<file path="src/rtl/gzip_out_byte_serializer.sv">
// gzip_out_byte_serializer: pops 32-bit Deflate FIFO words and streams them out one byte per cycle.
// Define OUT_BYTE_CNT_EN to build the emitted-byte counter on out_byte_cnt.
module gzip_out_byte_serializer #(
    parameter int LSB_FIRST = 1,
    parameter int CNT_WIDTH = 32
) (
    input  logic                 clk,
    input  logic                 rst,
    input  logic                 empty_out_fifo,
    output logic                 rd_en_fifo_out,
    input  logic [31:0]          dout_out_fifo_32,
    output logic                 byte_valid,
    input  logic                 byte_ready,
    output logic [7:0]           byte_data,
    output logic                 busy,
    input  logic                 clr_cnt,
    output logic [CNT_WIDTH-1:0] out_byte_cnt
);
    logic [31:0] act_word, pre_word;
    logic [2:0]  act_left;
    logic        pre_valid, rd_pending, hs, last_hs, land_act;
    logic [1:0]  idx, sel;
    assign byte_valid = act_left != 3'd0;
    assign hs = byte_valid & byte_ready;
    assign last_hs = hs & (act_left == 3'd1);
    assign land_act = ((act_left == 3'd0) | last_hs) & ~pre_valid;
    assign rd_en_fifo_out = ~empty_out_fifo & ~rd_pending & ~pre_valid & ~(byte_valid & rd_pending);
    assign busy = rd_pending | byte_valid | pre_valid;
    assign idx = 2'(3'd4 - act_left);
    assign sel = LSB_FIRST != 0 ? idx : 2'd3 - idx;
    assign byte_data = byte_valid ? act_word[{sel, 3'b000} +: 8] : 8'h00;
    // A returning read lands in the active slot only when that slot is (or is becoming) empty.
    always_ff @(posedge clk or posedge rst) begin
        if (rst) begin
            act_word <= '0;
            act_left <= '0;
            pre_word <= '0;
            pre_valid <= 1'b0;
            rd_pending <= 1'b0;
        end else begin
            rd_pending <= rd_en_fifo_out;
            if (rd_pending && land_act) begin
                act_word <= dout_out_fifo_32;
                act_left <= 3'd4;
            end else if (last_hs && pre_valid) begin
                act_word <= pre_word;
                act_left <= 3'd4;
                pre_valid <= 1'b0;
            end else if (hs) begin
                act_left <= act_left - 3'd1;
            end
            if (rd_pending && !land_act) begin
                pre_word <= dout_out_fifo_32;
                pre_valid <= 1'b1;
            end
        end
    end
`ifdef OUT_BYTE_CNT_EN
    always_ff @(posedge clk or posedge rst) begin
        if (rst) out_byte_cnt <= '0;
        else if (clr_cnt) out_byte_cnt <= '0;
        else if (hs) out_byte_cnt <= out_byte_cnt + {{(CNT_WIDTH-1){1'b0}}, 1'b1};
    end
`else
    logic unused_clr_cnt;
    assign unused_clr_cnt = clr_cnt;
    assign out_byte_cnt = '0;
`endif
endmodule

</file>
<file path="config.mk">
export PLATFORM = sky130hd
export DESIGN_NAME = gzip_out_byte_serializer
export DESIGN_NICKNAME = d
export VERILOG_FILES = /design/src/rtl/gzip_out_byte_serializer.sv
export SDC_FILE = /design/constraint.sdc
export NUM_CORES = 1
export LEC_CHECK = 0
export ABC_AREA = 1
export CAP_MARGIN = 20
export CORE_MARGIN = 3
export CORE_UTILIZATION = 52
export DETAILED_ROUTE_END_ITERATION = 16
export PLACE_DENSITY = 0.81
export SYNTH_ARGS = -nofsm -noshare
export SYNTH_HDL_FRONTEND = slang
export SYNTH_SLANG_ARGS = --single-unit
</file>
<file path="constraint.sdc">
create_clock -name clk -period 2.9 [get_ports clk]
set_input_delay 0.87 -clock clk [delete_from_list [all_inputs] [get_ports clk]]
set_output_delay 0.87 -clock clk [all_outputs]
set_load 0.1 [all_outputs]
</file>
Word-level counts from Yosys, hierarchy flattened. Index checks and enable logic that the tools add are counted.

$add $sub $neg: 2. Equality and inequality tests: 2. Shift operators: 1. Multiplexer cells: 9. Bitwise gates (word level): 14. Reduce and logical (&&, ||, !) cells: 10.

Operators by type and width (count): 2-to-1 mux 32 bit (2); variable part select 32 x 6 -> 8 bit (1); 2-to-1 mux 3 bit (3); 2-to-1 mux 8 bit (1); bitwise AND 1 bit (7); nonzero test 3 bit (2); inverter 1 bit (4); nonzero test 2 bit (2); equality test 3 x 1 -> 1 bit, second input constant (1); logical AND 1 bit (3); zero test 3 bit (1); 2-to-1 mux 1 bit (3); bitwise OR 1 bit (3); subtractor 3 x 1 -> 3 bit, second input constant (1); inequality test 2 x 1 -> 1 bit, second input constant (1); AND reduction 2 bit (1); subtractor 1 x 2 -> 2 bit, first input constant (1); zero test 1 bit (1).

Register bits after elaboration: 69. Bits of input ports: 37. Output and inout bits: 43. Word-level logic and storage cells: 43.

Depth between registers and ports, before layout.
Word-level depth: 9. Gate-level depth with buffers: 12. Gate-level depth less buffers: 9.

Worst setup path after synthesis. OpenSTA, ideal clock, no wires.

Kind: reg2out. Start: register act_left[0]. End: output byte_data[0]. Arrival: 3.326 ns. Data required time: 2.030 ns. Setup slack: -1.296 ns. Cell stages (with the launch flop): 8. Buffers on the path: 2. Cell sequence: dfrtp_1 > buf_2 > inv_1 > clkbuf_1 > ha_1 > nand2_2 > clkinv_1 > a21oi_1.

Elaborated cells on any way between the ends: 4. Those cells by class: add/sub (1); shift (1); mux (1); reduce/logical (1).

RTL lines: from (decl) (line 20) `logic [2:0] act_left;`; from (signal assigned) (line 50) `act_left <= act_left - 3'd1;`; nonzero test 3 bit (line 23) `assign byte_valid = act_left != 3'd0;`; net byte_valid (line 12) `output logic byte_valid,`; 2-to-1 mux 8 bit (line 31) `assign byte_data = byte_valid ? act_word[{sel, 3'b000} +: 8] : 8'h00;`; to (decl) (line 14) `output logic [7:0] byte_data,`.

The timed path passes the listed nets, and every way through them passes these cells.

Final worst setup path.
Start: register act_left[1]. End: output byte_data[7].

Longest elaborated chain between the ends: 3. Elaborated cells on any way between the ends: 4. Those cells by class: add/sub (1); shift (1); mux (1); reduce/logical (1).

Ends and longest elaborated chain: subtractor 1 x 2 -> 2 bit (line 29) `assign idx = 2'(3'd4 - act_left);`; variable part select 32 x 6 -> 8 bit (line 31); 2-to-1 mux 8 bit (*) (line 31).

Every way passes the cells marked *; elsewhere a longest branch is shown, timed or not.

==> reports/results.tsv <==
stage	metric	value	unit
route	Routed Wire Length	8.977	mm
pwr	Max IR drop VDD	0.0002441	V
die	Die Y	92.58	um
global_route	initial antenna violation count	0	
route	DRC violations left	0	
synthesis	Compound-Gate Fraction of Synth Area	7.865	%
synthesis	Post-Synth XOR/XNOR Area	0.4494	%
worst_setup_path	worst r2r path cells	9	
synthesis	Post-synth EDFFs	0	
timing	Final Max Tran Viols	0	
cts	clock root cell	clkbuf_8	
route	Initial DRC Count	320	
timing	Layout Skew	6.136	ps
cts	total CTS buffers	9	
worst_setup_path	RR Startpoint	act_left[0]	
global_route	first-pass GRT wire length	15.12	mm
final_layout	share of cells above drive strength 1	10.71	%
final_layout	FILL cells	595	
final_layout	# diodes	0	
cts	Clock Latency Late Sink	340	ps
die	Cell Rows	30	
route	Via density	5.360	
synthesis	Synth Instances	518	
timing	setup_tns	0	ps
timing	Fmax	364.2	MHz
place	GPL Wtd Cong	0.8035	
synthesis	area leader, netlist	dfrtp_1	
synthesis	Post-synth ARST share	100.0	%
route	Pre-antenna DRT Iters	5	
timing	hold slack	492.2	ps
worst_setup_path	CP startpoint	act_left[1]	
global_route	GRT Util Overall	22.14	%
synthesis	Netlist cell types	24	
worst_setup_path	CP Max Fanout	10	
worst_setup_path	Reg2Reg Capture Point	pre_word[0]	
place	port bufs	46	
worst_setup_path	R2R setup slack	900	ps
synthesis	main combinational cell family by area after synthesis	simple AND/OR/NAND/NOR gates	
synthesis	YS warnings	0	
pwr	sequential share of power	50.6	%
worst_setup_path	CP Launch Type	register	
timing	Tmin final	2746	ps
die	die width	92.58	um
timing	Setup Viol. Count Final	0	
synthesis	count leader, synth	nand2_1	
cts	postcts setup bufs	0	
cts	clock sink total	69	
synthesis	fraction of synthesized area in multiplexers	0	%
final_layout	# nets final	588	
outcome	status	finished, final reports clean	
worst_setup_path	Worst Setup EP	byte_data[7]	
timing	unrepaired setup endpoints after global routing	no	
job	max-capacitance violation count	0	
synthesis	post-synthesis cell area	3897	um2
timing	Final period util	94.68	%
timing	worst slew pin tran	649.4	ps
synthesis	syn_area_per_cell	7.524	um2
pwr	Sw Pwr	582.0	uW
worst_setup_path	Req. time, crit path	2030	ps
pwr	PD cells	420.7	nW/um2
pwr	power share of the clock group	34.9	%
worst_hold_path	Worst Hold Class	register to register	
pwr	Comb power frac	14.4	%
route	Avg WL per Cell	13.87	um
synthesis	simple-gate share of the synthesized area	31.11	%
cts	clock-pin transition on the worst setup and hold timing paths	70	ps
synthesis	Synth top area share	44.30	%
synthesis	post-synthesis adder-cell area fraction	0.9631	%
place	post-DP HPWL	6.078	mm
die	Ports	80	
cts	CTS Buffer Depth	2	
synthesis	Synth Flop Type	dfrtp_1	
pwr	Pint	1387	uW
cts	CTS tree	built	
pwr	LEAKAGE	0.002388	uW
route	vias	3468	
cts	H-tree Lvls	3	
route	Detail Route Antenna Nets	0	
die	core footprint	7019	um2
die	Starting Density	55.53	%
cts	Hold Buf Count CTS	0	
pwr	switching share of power	29.56	%
synthesis	sequential fraction of the synthesis area	44.30	%
global_route	largest net degree at the start of global routing	70	
timing	final worst setup slack	154.3	ps
synthesis	Area contributors post-synth	dfrtp_1 44%, nand2_1 13%, nand3_1 8.5%, buf_4 8.1%, nand4_1 5.1%	
timing	Fin. Hold Viols	0	
final_layout	Area Overhead vs Synth	20.10	%
place	pre-CTS setup slack	302.9	ps
worst_setup_path	Setup CP Type	register to output port	
cts	cts repair resizes	1	
worst_setup_path	CP endpoint kind	output port	
global_route	vias in the first global route	3191	
die	die area	8570	um2
synthesis	FF+latch count, synth	69	
global_route	GRT Residual Overflow	0	
worst_setup_path	worst endpoint data arrival time	1880	ps
synthesis	most instantiated cells after synthesis	134 x nand2_1, 69 x dfrtp_1, 66 x nand3_1	
timing	slew margin rel.	56.55	%
## worst min path at each step
stage | slack (ps) | depth (start not counted) | start | endpoint
4_1_cts | 490 | 2 | pre_word[19] | pre_word[19]
5_1_grt | 510 | 2 | pre_word[19] | pre_word[19]
2_1_floorplan | 450 | 2 | pre_word[19] | pre_word[19]
3_3_place_gp | 470 | 2 | pre_word[22] | pre_word[22]
3_5_place_dp | 480 | 2 | pre_word[19] | pre_word[19]
6_report | 490 | 2 | pre_word[29] | pre_word[29]
## per-layer routing
| layer | up-vias | share of wire (%) | wire [um] | GRT usage, % |
|---|---|---|---|---|
| li1 | 1672 | - | - | - |
| met3 | 18 | 7.5 | 673 | 5.524 |
| met5 | - | 0 | 0 | 0 |
| met2 | 163 | 47 | 4246 | 35.05 |
| met4 | 0 | 2.1 | 191 | 8.416 |
| met1 | 1615 | 43 | 3866 | 29.36 |
## power by group through the flow
| stage | registers, uW | clock network [uW] | logic (uW) |
|---|---|---|---|
| after floorplan | 1010 | 0 | 257 |
| after global placement | 1010 | 0 | 283 |
| after detailed placement | 1010 | 0 | 286 |
| after CTS | 997 | 694 | 286 |
| after global routing | 999 | 741 | 301 |
| final | 997 | 687 | 284 |
## per-stage QoR
step	utilization (%)	instance area, um2	instances	power [uW]
floorplan	-	4150	549	1268
global placement	64.15	4503	633	1297
detailed placement	64.15	4503	633	1301
CTS	66.54	4671	647	1976
global route	66.68	4681	647	2041
finish	66.68	4681	647	1969
## state kept, by name, indices dropped and copies added (netlist names)
name	count
act_left	3
rd_pending	1
pre_word	32
pre_valid	1
act_word	32
## cell usage in the layout, fill, tap and decap left out
cell	count
nand2_1	133
dfrtp_1	69
nand3_1	66
inv_1	36
clkdlybuf4s50_1	35
nor2_1	34
nand4_1	32
conb_1	32
o21ai_1	28
o21ai_0	22
buf_12	13
clkbuf_8	11
buf_4	10
a21oi_4	8
inv_2	4
nand2_2	4
xor2_1	2
ha_1	2
clkinv_2	2
nand2_8	1
o21ai_4	1
nand3_2	1
nor2_4	1
clkinv_4	1
nor3_4	1
ha_4	1
clkbuf_1	1
## layout make-up
cell class              instances  area, um2  share of cell area, %
repair buffers                 58      685.7                  14.65
multi-input cells             369       1824                  38.97
flip-flops and latches         69       1727                  36.89
inverters                      41      158.9                  3.395
clock buffers                  12      155.1                  3.315
clock inverters                 2      10.01                 0.2138
well taps                      96      120.1                  2.566
## logic make-up (layout without fill, tap and decap cells)
family | after synthesis | after routing
DFF | 69 | 69
adders and majority gates | 3 | 3
AOI/OAI and AO/OA | 59 | 59
buffers and inverters | 111 | 113
and+or+nand+nor | 273 | 273
xor gates and xnor gates | 2 | 2
other | 1 | 32
## critical path, stage by stage, from the launching register on
cell and delay [ps]:
dfrtp_1 340, inv_1 90, ha_4 350, inv_2 100
nor2_1 120, o21ai_1 110, a21oi_4 220, buf_12 200
(Power assumes the default switching activity.)
